--- src/rtl/srv_defs.sv ---
// Shared front-end types and default sizing for the instruction fetch queue.
package srv_defs;

    // One fetched instruction as it travels from fetch to decode/issue.
    typedef struct packed {
        logic [31:0] pc;
        logic [31:0] inst;
        logic        pred_taken;
        logic        fetch_fault;
    } ifq_ent_t;

    localparam int unsigned IFQ_ENTRIES = 8;
    localparam int unsigned IFQ_IN_W    = 2;
    localparam int unsigned IFQ_OUT_W   = 2;

endpackage

--- src/rtl/ifq_compact.sv ---
// Valid-mask compaction: destination offset of every lane (number of valid
// lanes below it) plus the total number of valid lanes.
module ifq_compact #(
    parameter int unsigned IN_W = 2
) (
    input  logic [IN_W-1:0]                      valid,
    output logic [IN_W-1:0][$clog2(IN_W+1)-1:0]  offset,
    output logic [$clog2(IN_W+1)-1:0]            total
);

    localparam int unsigned OW = $clog2(IN_W + 1);

    logic [OW-1:0] acc;

    // Running prefix count over the lanes, oldest lane first.
    always_comb begin
        acc    = '0;
        offset = '0;
        for (int unsigned i = 0; i < IN_W; i++) begin
            offset[i] = acc;
            acc       = acc + OW'(valid[i]);
        end
        total = acc;
    end

endmodule

--- src/rtl/ifq.sv ---
// Instruction fetch queue: per-instruction circular buffer between fetch and
// decode/issue, with empty-queue bypass, flush, occupancy and almost-full.
module ifq
    import srv_defs::*;
#(
    parameter int unsigned ENTRIES   = IFQ_ENTRIES,
    parameter int unsigned IN_W      = IFQ_IN_W,
    parameter int unsigned OUT_W     = IFQ_OUT_W,
    parameter int unsigned AFULL_LVL = ENTRIES - IN_W
) (
    input  logic                         clk,
    input  logic                         rst_n,
    input  logic                         flush,
    input  logic [IN_W-1:0]              in_valid,
    input  ifq_ent_t [IN_W-1:0]          in_inst,
    output logic                         in_ready,
    output logic [OUT_W-1:0]             out_valid,
    output ifq_ent_t [OUT_W-1:0]         out_inst,
    input  logic [$clog2(OUT_W+1)-1:0]   out_take,
    output logic [$clog2(ENTRIES+1)-1:0] count,
    output logic                         full,
    output logic                         afull
);

    localparam int unsigned PW = $clog2(ENTRIES);
    localparam int unsigned CW = $clog2(ENTRIES + 1);
    localparam int unsigned OW = $clog2(IN_W + 1);

    ifq_ent_t            mem [ENTRIES];
    logic [PW-1:0]       wptr;
    logic [PW-1:0]       rptr;
    logic [IN_W-1:0][OW-1:0] offset;
    logic [OW-1:0]       n_valid;
    logic [OW-1:0]       n_push;
    logic                push_en;
    ifq_ent_t [IN_W-1:0] comp;
    int unsigned         avail;

    ifq_compact #(.IN_W(IN_W)) u_compact (
        .valid  (in_valid),
        .offset (offset),
        .total  (n_valid)
    );

    assign in_ready = (ENTRIES - 32'(count)) >= IN_W;
    assign push_en  = in_ready & ~flush;
    assign n_push   = push_en ? n_valid : '0;
    assign full     = 32'(count) == ENTRIES;
    assign afull    = 32'(count) >= AFULL_LVL;

    // Squeeze the valid input lanes together so lane order is preserved.
    always_comb begin
        comp = '0;
        for (int unsigned i = 0; i < IN_W; i++) begin
            for (int unsigned j = 0; j < IN_W; j++) begin
                if (in_valid[i] && offset[i] == OW'(j)) begin
                    comp[j] = in_inst[i];
                end
            end
        end
    end

    // Oldest-first view: stored entries followed by the acceptable input group.
    always_comb begin
        avail     = 32'(count) + (in_ready ? 32'(n_valid) : 0);
        out_valid = '0;
        out_inst  = '0;
        for (int unsigned k = 0; k < OUT_W; k++) begin
            out_valid[k] = ~flush && (avail > k);
            if (k < 32'(count)) begin
                out_inst[k] = mem[rptr + PW'(k)];
            end else begin
                for (int unsigned j = 0; j < IN_W; j++) begin
                    if (k - 32'(count) == j) begin
                        out_inst[k] = comp[j];
                    end
                end
            end
        end
    end

    // Every pushed lane is written, even if bypassed this cycle; rptr then
    // advances by the full take, which keeps count and ordering identical.
    always_ff @(posedge clk or negedge rst_n) begin
        if (!rst_n) begin
            wptr  <= '0;
            rptr  <= '0;
            count <= '0;
        end else if (flush) begin
            rptr  <= wptr;
            count <= '0;
        end else begin
            wptr  <= wptr + PW'(n_push);
            rptr  <= rptr + PW'(out_take);
            count <= CW'(32'(count) + 32'(n_push) - 32'(out_take));
        end
    end

    // Slot storage; compacted group wraps naturally through the pointer width.
    always_ff @(posedge clk) begin
        if (push_en) begin
            for (int unsigned i = 0; i < IN_W; i++) begin
                if (in_valid[i]) begin
                    mem[wptr + PW'(offset[i])] <= in_inst[i];
                end
            end
        end
    end

`ifndef SYNTHESIS
    // A flush cycle hides the view, so take is only meaningful outside it.
    a_take_legal: assert property (@(posedge clk) disable iff (!rst_n)
        flush || (32'(out_take) <= 32'($countones(out_valid))));
    a_count_max: assert property (@(posedge clk) disable iff (!rst_n)
        32'(count) <= ENTRIES);
    a_thermo: assert property (@(posedge clk) disable iff (!rst_n)
        (out_valid & (out_valid + 1'b1)) == '0);
`endif

endmodule

--- config.mk ---
export PLATFORM = sky130hd
export DESIGN_NAME = ifq
export DESIGN_NICKNAME = d
export VERILOG_FILES = /design/src/rtl/srv_defs.sv /design/src/rtl/ifq_compact.sv /design/src/rtl/ifq.sv
export SDC_FILE = /design/constraint.sdc
export NUM_CORES = 1
export LEC_CHECK = 0
export BUFFER_PORTS_ARGS = -buffer_cell sky130_fd_sc_hd__buf_4
export CELL_PAD_IN_SITES_DETAIL_PLACEMENT = 1
export CELL_PAD_IN_SITES_GLOBAL_PLACEMENT = 1
export CORE_ASPECT_RATIO = 1.75
export CORE_MARGIN = 4
export CORE_UTILIZATION = 55
export DETAILED_ROUTE_END_ITERATION = 10
export PLACE_DENSITY_LB_ADDON = 0.1
export SETUP_SLACK_MARGIN = 0.2
export SYNTH_ARGS = -nofsm -noshare
export SYNTH_HDL_FRONTEND = slang
export SYNTH_HIERARCHICAL = 1
export SYNTH_SLANG_ARGS = --single-unit
--- constraint.sdc ---
create_clock -name clk -period 13.05 [get_ports clk]
set_input_delay 2.61 -clock clk [delete_from_list [all_inputs] [get_ports clk]]
set_output_delay 2.61 -clock clk [all_outputs]
set_load 0.03 [all_outputs]
# [Yosys cells after proc, flatten, opt, wreduce, memory -nomap -nowiden]
# Memory sizes are Yosys's and may differ from the RTL's.
# Cells that the tools add are included.
[word_totals] register_bits=10 latchBits=0 ramBits=528 romBits=0 input_bits=139 out_inout_bits=141 elab_cells=52 mem_count=1
[mem_list] memory="mem" words=8 word_bits=66 read_ports=2 rd_clocked_by_memory_dff=0 write_ports=2 line="ifq.sv:29" source="ifq_ent_t mem [ENTRIES];"
[op_classes] add_sub_neg=11 n_mul=0 div_mod_pow=0 order_cmp=6 n_eq_ne=3 n_shift=0 mux=19 bitwise_logic=2 reduce_logical=7
[ops] op="66-bit two-way mux" count=9
[ops] op="32-bit by 1-bit equality test with 1-bit output, second input constant" count=2
[ops] op="32-bit logical NOT" count=2
[ops] op="32-bit by 2-bit >= comparator with 1-bit output, second input constant" count=1
[ops] op="5-bit by 1-bit > comparator with 1-bit output, second input constant" count=2
[ops] op="1-bit by 4-bit subtractor with 5-bit output, first input constant" count=2
[ops] op="1-bit by 4-bit less-than comparator with 1-bit output, first input constant" count=2
[ops] op="3-bit by 2-bit adder with 3-bit output" count=2
[ops] op="1-bit two-way mux" count=6
[ops] op="4-bit by 2-bit adder with 5-bit output" count=1
[ops] op="4-bit by 4-bit subtractor with 5-bit output, first input constant" count=1
[ops] op="4-bit by 2-bit adder with 4-bit output" count=1
[ops] op="4-bit equality test, second input constant" count=1
[ops] op="4-bit by 3-bit >= comparator with 1-bit output, second input constant" count=1
[ops] op="1-bit logical AND" count=4
[ops] op="2-bit two-way mux" count=2
[ops] op="4-bit two-way mux" count=1
[ops] op="4-bit by 2-bit subtractor with 4-bit output" count=1
[ops] op="3-bit by 1-bit adder with 3-bit output" count=1
[ops] op="3-bit by 1-bit adder with 3-bit output, second input constant" count=1
[ops] op="3-bit two-way mux" count=1
[ops] op="1-bit by 1-bit adder with 2-bit output" count=1
[ops] op="2-bit logical NOT" count=1
[ops] op="1-bit AND" count=1
[ops] op="1-bit NOT" count=1

# [Longest topological paths before layout]
# Gate-level depths: netlist (run 1).
[depth] depth_word=7 depth_mapped=14 mapped_depth_nobuf=14

# [Hierarchy]
# Netlist (run 1), hierarchy kept.
[modules_own_cells] module="ifq" n_inst=1 cells_each=2656 area_per_inst_um2=36416.2 seq_area_each_um2=16105.4
[modules_own_cells] module="ifq_compact" n_inst=1 cells_each=6 area_per_inst_um2=46.3 seq_area_each_um2=0.0

# [Worst setup path after synthesis (run 1)]
# No wires, ideal clock.
[synth_path] path_type="input -> register" from="input flush" to="memory mem[0][0] (netlist bit), enable pin" setup_ps=670 arrival_time_ps=9738 required_time_ps=12380 slack_ps=2641 stages=3 n_path_buf=1 cell_sequence="clkbuf_1 > nand2b_1 > o41ai_1"
[synth_rtl] element="start, declared" line="ifq.sv:13" source="input logic flush,"
[synth_rtl] element="end, declared" line="ifq.sv:29"

==> metrics.txt, run 1 <==
Setup CP Type in -> out; GRT Overall Usage 0.3481; multi-input combinational cell area 18750 sq um; synthesized-area fraction occupied by adder cells 0.01208; PortBufs 279; number of synthesized flops with an enable pin 528; chip height 348.6 um; Avg Inst Size Synth 13.70 sq um; largest family of logic cells by synthesized area multiplexers; WP buf/inv 4; Synth area leader edfxtp_1; critical path's slowest cell buf_4; Area after DPL 38500 sq um; # nets final 2816; CP Data Required Time 10.44 ns; share of flip-flops with an asynchronous set or reset 0.01859; cells after synthesis 2662; CTS tree built; largest net degree at the start of global routing 138; root buf cell clkbuf_16; Initial Utilization 0.5569; PD cells 248.9 nW/um^2; Clk Latency, worst-skew pair 0.62 ns; Yosys top cell area share 0.4348; Post-Syn Area 36460 sq um; grt total ovfl 0; Detailed Route Iter0 Violations 2467; grt met1 use 0.4193; register bit total from synthesis 538; Worst-Margin Slew 4.053 ns; compound-cell area share of the yosys netlist 0.07192; max_cap viols 0; WL final 125.6 mm; IO Pins 280; ratio of cells with drive above 1 in the final layout 0.4446; drt wl/cell 35.11 um; RSZ-0062 raised after global routing no; max incr delay on CP 1.03 ns; normalized max-slew margin -1.702; number of global-route vias before repair 28891; Final ANT Viol Nets 0; Post-Synth XOR/XNOR Area 0.002608; TritonCTS Sinks 538; status finished with violations; layout overhead on the synthesized area 10.15%; fmax 0.1123 GHz; Longest Clk Path Bufs 3; crit-path cells buf_4 > buf_4 > nor3b_2 > buf_4 > a31oi_1 > o22ai_1 > nand2_1 > o21ai_0 > buf_4; Vias 26482; most common cell in the netlist edfxtp_1; row count 124; # resized after CTS 0; Core Region 65470 sq um; DRC viols 0; critical path's top delay family buffers and inverters; Worst Path Arrival 6.29 ns; die width 202.6 um; Seq/Total Area, Yosys 0.4417; setup bufs post-CTS 0; met3 Usage GRT 0.06664; Layout Cell Area excl Fill 40160 sq um; H-tree levels 2; Fill cells 6186; Max VDD drop 0.2296 mV; fin. max-slew vios 67; failing checks max-slew violations; final setup TNS 0 ns; Synth area leaders edfxtp_1 43%, mux4_2 16%, mux2_2 15%, mux2i_1 3.6%, a31oi_1 2.3%; mux cell area share after synthesis 0.3624; number of CTS-inserted buffers 52; FF+latch area 16120 sq um; Simple-Gate Fraction of Synth Area 0.05902; first-pass GRT wire length 185.7 mm; cell mode on critical path buf_4; static leakage 13.49 nW; GR Util met2 0.6190; layer with the highest usage met2; DRT Pass-1 Iters 5; startpoint types input pin; clk_skew 0.02753 ns; synth cell count leaders 528 x edfxtp_1, 500 x mux2_2, 264 x mux4_2; Netlist cell types 46; HPWL after DPL 71.48 mm; Hold Path Class reg -> reg; DIE AREA 70640 sq um; Warnings, synthesis 6; vias per cell 7.405; Final Hold Viols 0; Final min period 8.903 ns; setup violators final 0; # hold bufs at CTS 0; initial antenna violation count 6; crit-path max FO 89; CP Capture Type output port; period utilization 0.6822; dominant synthesized flop cell edfxtp_1; Placer Congestion 0.8383; clock-pin slew on the worst setup and hold paths 0.06 ns
## power breakdown
group | internal [mW] | switching (mW)
Clock | 0.830 | 0.695
Sequential | 2.33 | 0.240
Combinational | 2.37 | 3.53
## layout by cell type, fill, tap and decap left out, types with 3 or more instances in the layout
cell type,instances
a21oi_1,3
a31oi_1,133
and2_1,4
and4b_1,66
buf_4,325
bufinv_16,3
clkbuf_1,14
clkbuf_16,54
clkinv_1,7
clkinv_2,14
clkinvlp_4,3
conb_1,3
dfrtp_1,7
dfrtp_4,3
diode_2,4
edfxtp_1,528
fa_1,7
ha_1,22
inv_1,17
mux2_1,28
mux2_2,500
mux2i_1,132
mux4_2,264
nand2_1,140
nand2b_1,4
nand3_1,6
nand3_4,4
nor2_1,8
nor2_4,4
nor2b_1,5
nor3_1,3
nor4bb_1,66
o21a_1,66
o21ai_0,71
o22ai_1,133
xnor2_1,5
xor2_1,3
## layer usage
layer,vias to the layer above,share of wire
met1,13911,0.35
met4,6,0.041
met3,377,0.091
met5,-,0.00042
li1,10685,-
met2,1503,0.52
## sequential cells by signal, summed over array words and instances (netlist names)
signal and flops:
rptr 3, wptr 3, count 4, mem 528
## worst min-delay path, stage by stage, from the launching register on
cell and delay [ns]:
dfrtp_1 0.42, nand2_1 0.09, o21ai_0 0.07
## area by class of cell
cell class / count / area share
tap: 882 / 0.02748
antenna: 4 / 0.0002492
sequential: 538 / 0.4013
timing repair buffer: 326 / 0.06124
clock inverter: 28 / 0.005607
inverter: 18 / 0.001682
clock buffer: 70 / 0.03564
multi-input combinational: 1710 / 0.4668
## logic make-up (layout without fill, tap and decap cells)
| family | count (synthesis) | in the layout |
|---|---|---|
| buf+inv | 416 | 442 |
| flops | 538 | 538 |
| mux | 924 | 924 |
| simple gates | 324 | 324 |
| compound gates | 418 | 418 |
| other cells | 1 | 7 |
| fa+ha+maj | 31 | 31 |
| xor+xnor | 10 | 10 |
## path summary, 6_finish.rpt
check / start / endpoint / slack (ns) / depth (start not counted)
min: wptr[0] / wptr[0] / 0.62 / 2
min in group asynchronous: rst_n / wptr[0] / 1.82 / 1
max in group asynchronous: rst_n / rptr[1] / 11.04 / 1
max: in_valid[0] / out_inst[130] / 4.15 / 9
max reg2reg: count[0] / mem[5][19] / 8.27 / 9
min reg2reg: wptr[0] / wptr[0] / 0.62 / 2
## stage by stage
stage                     std cells  hold slack (ns)  power (mW)    util  setup slack (ns)
after floorplan                2664           0.5241       6.486       -             2.641
after global placement         3474           0.6121       8.344  0.5880             4.590
after detailed placement       3474           0.6023       8.469  0.5880             4.422
after CTS                      3572           0.6205       10.00  0.6133             4.373
after global routing           3573           0.6677       10.37  0.6133             4.200
final                          3576           0.6152       9.998  0.6135             4.147
Note: power is estimated with default switching activity, not from simulation.
==> run 2: changes to the inputs <==
--- a/config.mk
+++ b/config.mk
@@ -10,7 +10,7 @@
 export CELL_PAD_IN_SITES_GLOBAL_PLACEMENT = 1
 export CORE_ASPECT_RATIO = 1.75
 export CORE_MARGIN = 4
-export CORE_UTILIZATION = 55
+export CORE_UTILIZATION = 46
 export DETAILED_ROUTE_END_ITERATION = 10
 export PLACE_DENSITY_LB_ADDON = 0.1
 export SETUP_SLACK_MARGIN = 0.2
==> constraint.sdc (replaced) <==
create_clock -name clk -period 8 [get_ports clk]
set_input_delay 1.6 -clock clk [delete_from_list [all_inputs] [get_ports clk]]
set_output_delay 1.6 -clock clk [all_outputs]
set_load 0.03 [all_outputs]
==> run 2 against run 1 <==
The flow still finishes with violations (max-slew violations). Worst setup slack got worse by 2.4 ns. Largest power group unchanged. Die area increased by 19%. Utilization decreased by 9.5 points. Largest cell class unchanged. Critical path type is now reg -> out. Via count decreased by 0.45%. Sequential cell count unchanged. Cell area increased by 1.5%. Sequential power increased by 63%. Sequential share of layout area decreased by 0.58 points. Total power increased by 68%.
==> metrics.txt, run 2 (synthesis gave the netlist of run 1 again) <==
Vias 26364 (-0.45%); max incr delay on CP 0.70 ns (-0.33 ns); total power 16.76 mW (+68%); critical path's top delay family simple AND/OR/NAND/NOR gates; status finished with violations; Worst-Margin Slew 4.609 ns (+0.5563 ns); HPWL after DPL 76.05 mm (+6.4%); CP Data Required Time 6.40 ns (-4.04 ns); max_cap viols 0 (unchanged); root buf cell clkbuf_16; DRT Pass-1 Iters 5 (unchanged); Initial Utilization 0.4638 (-0.09310); Setup CP Type reg -> out; CP Capture Type output port; setup violators final 0 (unchanged); Longest Clk Path Bufs 3 (unchanged); first-pass GRT wire length 197.1 mm (+6.1%); PD cells 411.3 nW/um^2 (+65%); crit-path max FO 8 (-91%); H-tree levels 2 (unchanged); IO Pins 280 (unchanged); period utilization 0.7823; # nets final 2834 (+0.64%); fmax 0.1598 GHz; number of CTS-inserted buffers 55 (+5.8%); commonest non-fill, non-tap cell in the layout edfxtp_1; largest net degree at the start of global routing 136 (-1.4%); Clk Latency, worst-skew pair 0.65 ns (+0.03 ns); setup bufs post-CTS 0 (unchanged); Worst Path Arrival 4.66 ns (-1.63 ns); # resized after CTS 0 (unchanged); max reg flops 528 (unchanged); Final ANT Viol Nets 0 (unchanged); crit-path cells inv_1 > ha_1 > and2b_1 > a22oi_1 > nor4_4 > inv_2 > and2_1 > ha_1 > inv_1 > fa_1 > nor3_1 > a22oi_1 > o22ai_1 > a31oi_1 > buf_4; die width 220.8 um (+9.0%); Placer Congestion 0.7852 (-6.3%); normalized max-slew margin -2.073 (-0.3709); row count 136 (+9.7%); TritonCTS Sinks 538 (unchanged); layout overhead on the synthesized area 11.78%; startpoint types flip-flop; Final min period 6.258 ns; # hold bufs at CTS 0 (unchanged); clock-pin slew on the worst setup and hold paths 0.06 ns (about the same); vias per cell 7.032 (-5.0%); pre-CTS setup slack 1.941 ns (-2.481 ns); chip height 380.4 um (+9.1%); PortBufs 279 (unchanged); Hold Path Class reg -> reg; failing checks max-slew violations; Max VDD drop 0.4605 mV (+100%); WL final 134.5 mm (+7.1%); initial antenna violation count 13 (+7); Final Hold Viols 0 (unchanged); worst setup margin 1.742 ns (-2.405 ns); clk_skew 0.01754 ns (-0.009991 ns); Detailed Route Iter0 Violations 2195 (-11%); Post-Layout Cell Count 3749 (+4.8%); Placed Cells 3642 (+4.8%); Core Region 78620 sq um (+20%); RSZ-0062 raised after global routing no; critical path's slowest cell nor4_4; DIE AREA 84010 sq um (+19%); WP buf/inv 4 (unchanged); most frequent cells in the layout 528 x edfxtp_1, 500 x mux2_2, 336 x buf_4; DRC viols 0 (unchanged); grt total ovfl 0 (unchanged); number of global-route vias before repair 29118 (+0.79%); ratio of cells with drive above 1 in the final layout 0.4507 (+0.006110); fin. max-slew vios 67 (unchanged); static leakage 13.68 nW (+1.4%); drt wl/cell 35.88 um (+2.2%); GRT Overall Usage 0.3109 (-0.03725); Fill cells 7716 (+25%); CTS tree built
[run 2: where the power goes]
group / switching (mW) / internal (mW) / leakage, nW
Clock: 1.20 / 1.61 / 0.918
Sequential: 0.403 / 3.80 / 4.91
Combinational: 5.85 / 3.90 / 7.85
[run 2: worst paths after layout]
path                           endpoint  slack, ns  depth (start not counted)      from
setup / recovery           out_valid[0]       1.74                         15  count[1]
hold / removal                  wptr[0]       0.64                          2   wptr[0]
setup reg to reg             mem[5][25]       3.17                         10  count[1]
hold reg to reg                 wptr[0]       0.64                          2   wptr[0]
max in group asynchronous       rptr[0]       7.04                          1     rst_n
min in group asynchronous       rptr[2]       0.79                          1     rst_n
[run 2: metal layers]
metal | global-route usage | vias to the layer above | wire length (um)
met4 | 0.1278 | 18 | 6085
met5 | 0 | - | 130
li1 | - | 10716 | -
met1 | 0.3691 | 14047 | 49280
met2 | 0.5553 | 1212 | 69490
met3 | 0.05765 | 371 | 9514
[run 2: per-stage QoR]
step	util	setup TNS [ns]	instance area (sq um)	hold slack, ns
3_3_place_gp	0.4942	0	38850	0.6153
6_report	0.5184	0	40760	0.6410
2_1_floorplan	-	-184.61	36470	0.5241
5_1_grt	0.5184	0	40750	0.6797
3_5_place_dp	0.4942	0	38850	0.6249
4_1_cts	0.5183	0	40750	0.6422
[run 2: final cells by class]
class                           instances  area (sq um)  share of cell area
Multi-Input combinational cell       1710         18750              0.4600
Clock buffer                           67          1451             0.03561
Clock inverter                         35         441.7             0.01084
Tap cell                             1035          1295             0.03177
Inverter                               18         67.56            0.001658
Antenna cell                            5         12.51           0.0003070
Timing Repair Buffer                  341          2623             0.06434
Sequential cell                       538         16120              0.3954
[run 2: worst register-to-register path: cells and delay by family (launching register included)]
kind | cells | cell delay (ns)
mux | 1 | 0.45
compound gates | 1 | 0.15
fa+ha+maj | 1 | 0.36
simple gates | 3 | 1.08
buf+inv | 4 | 2.06
flops | 1 | 0.49
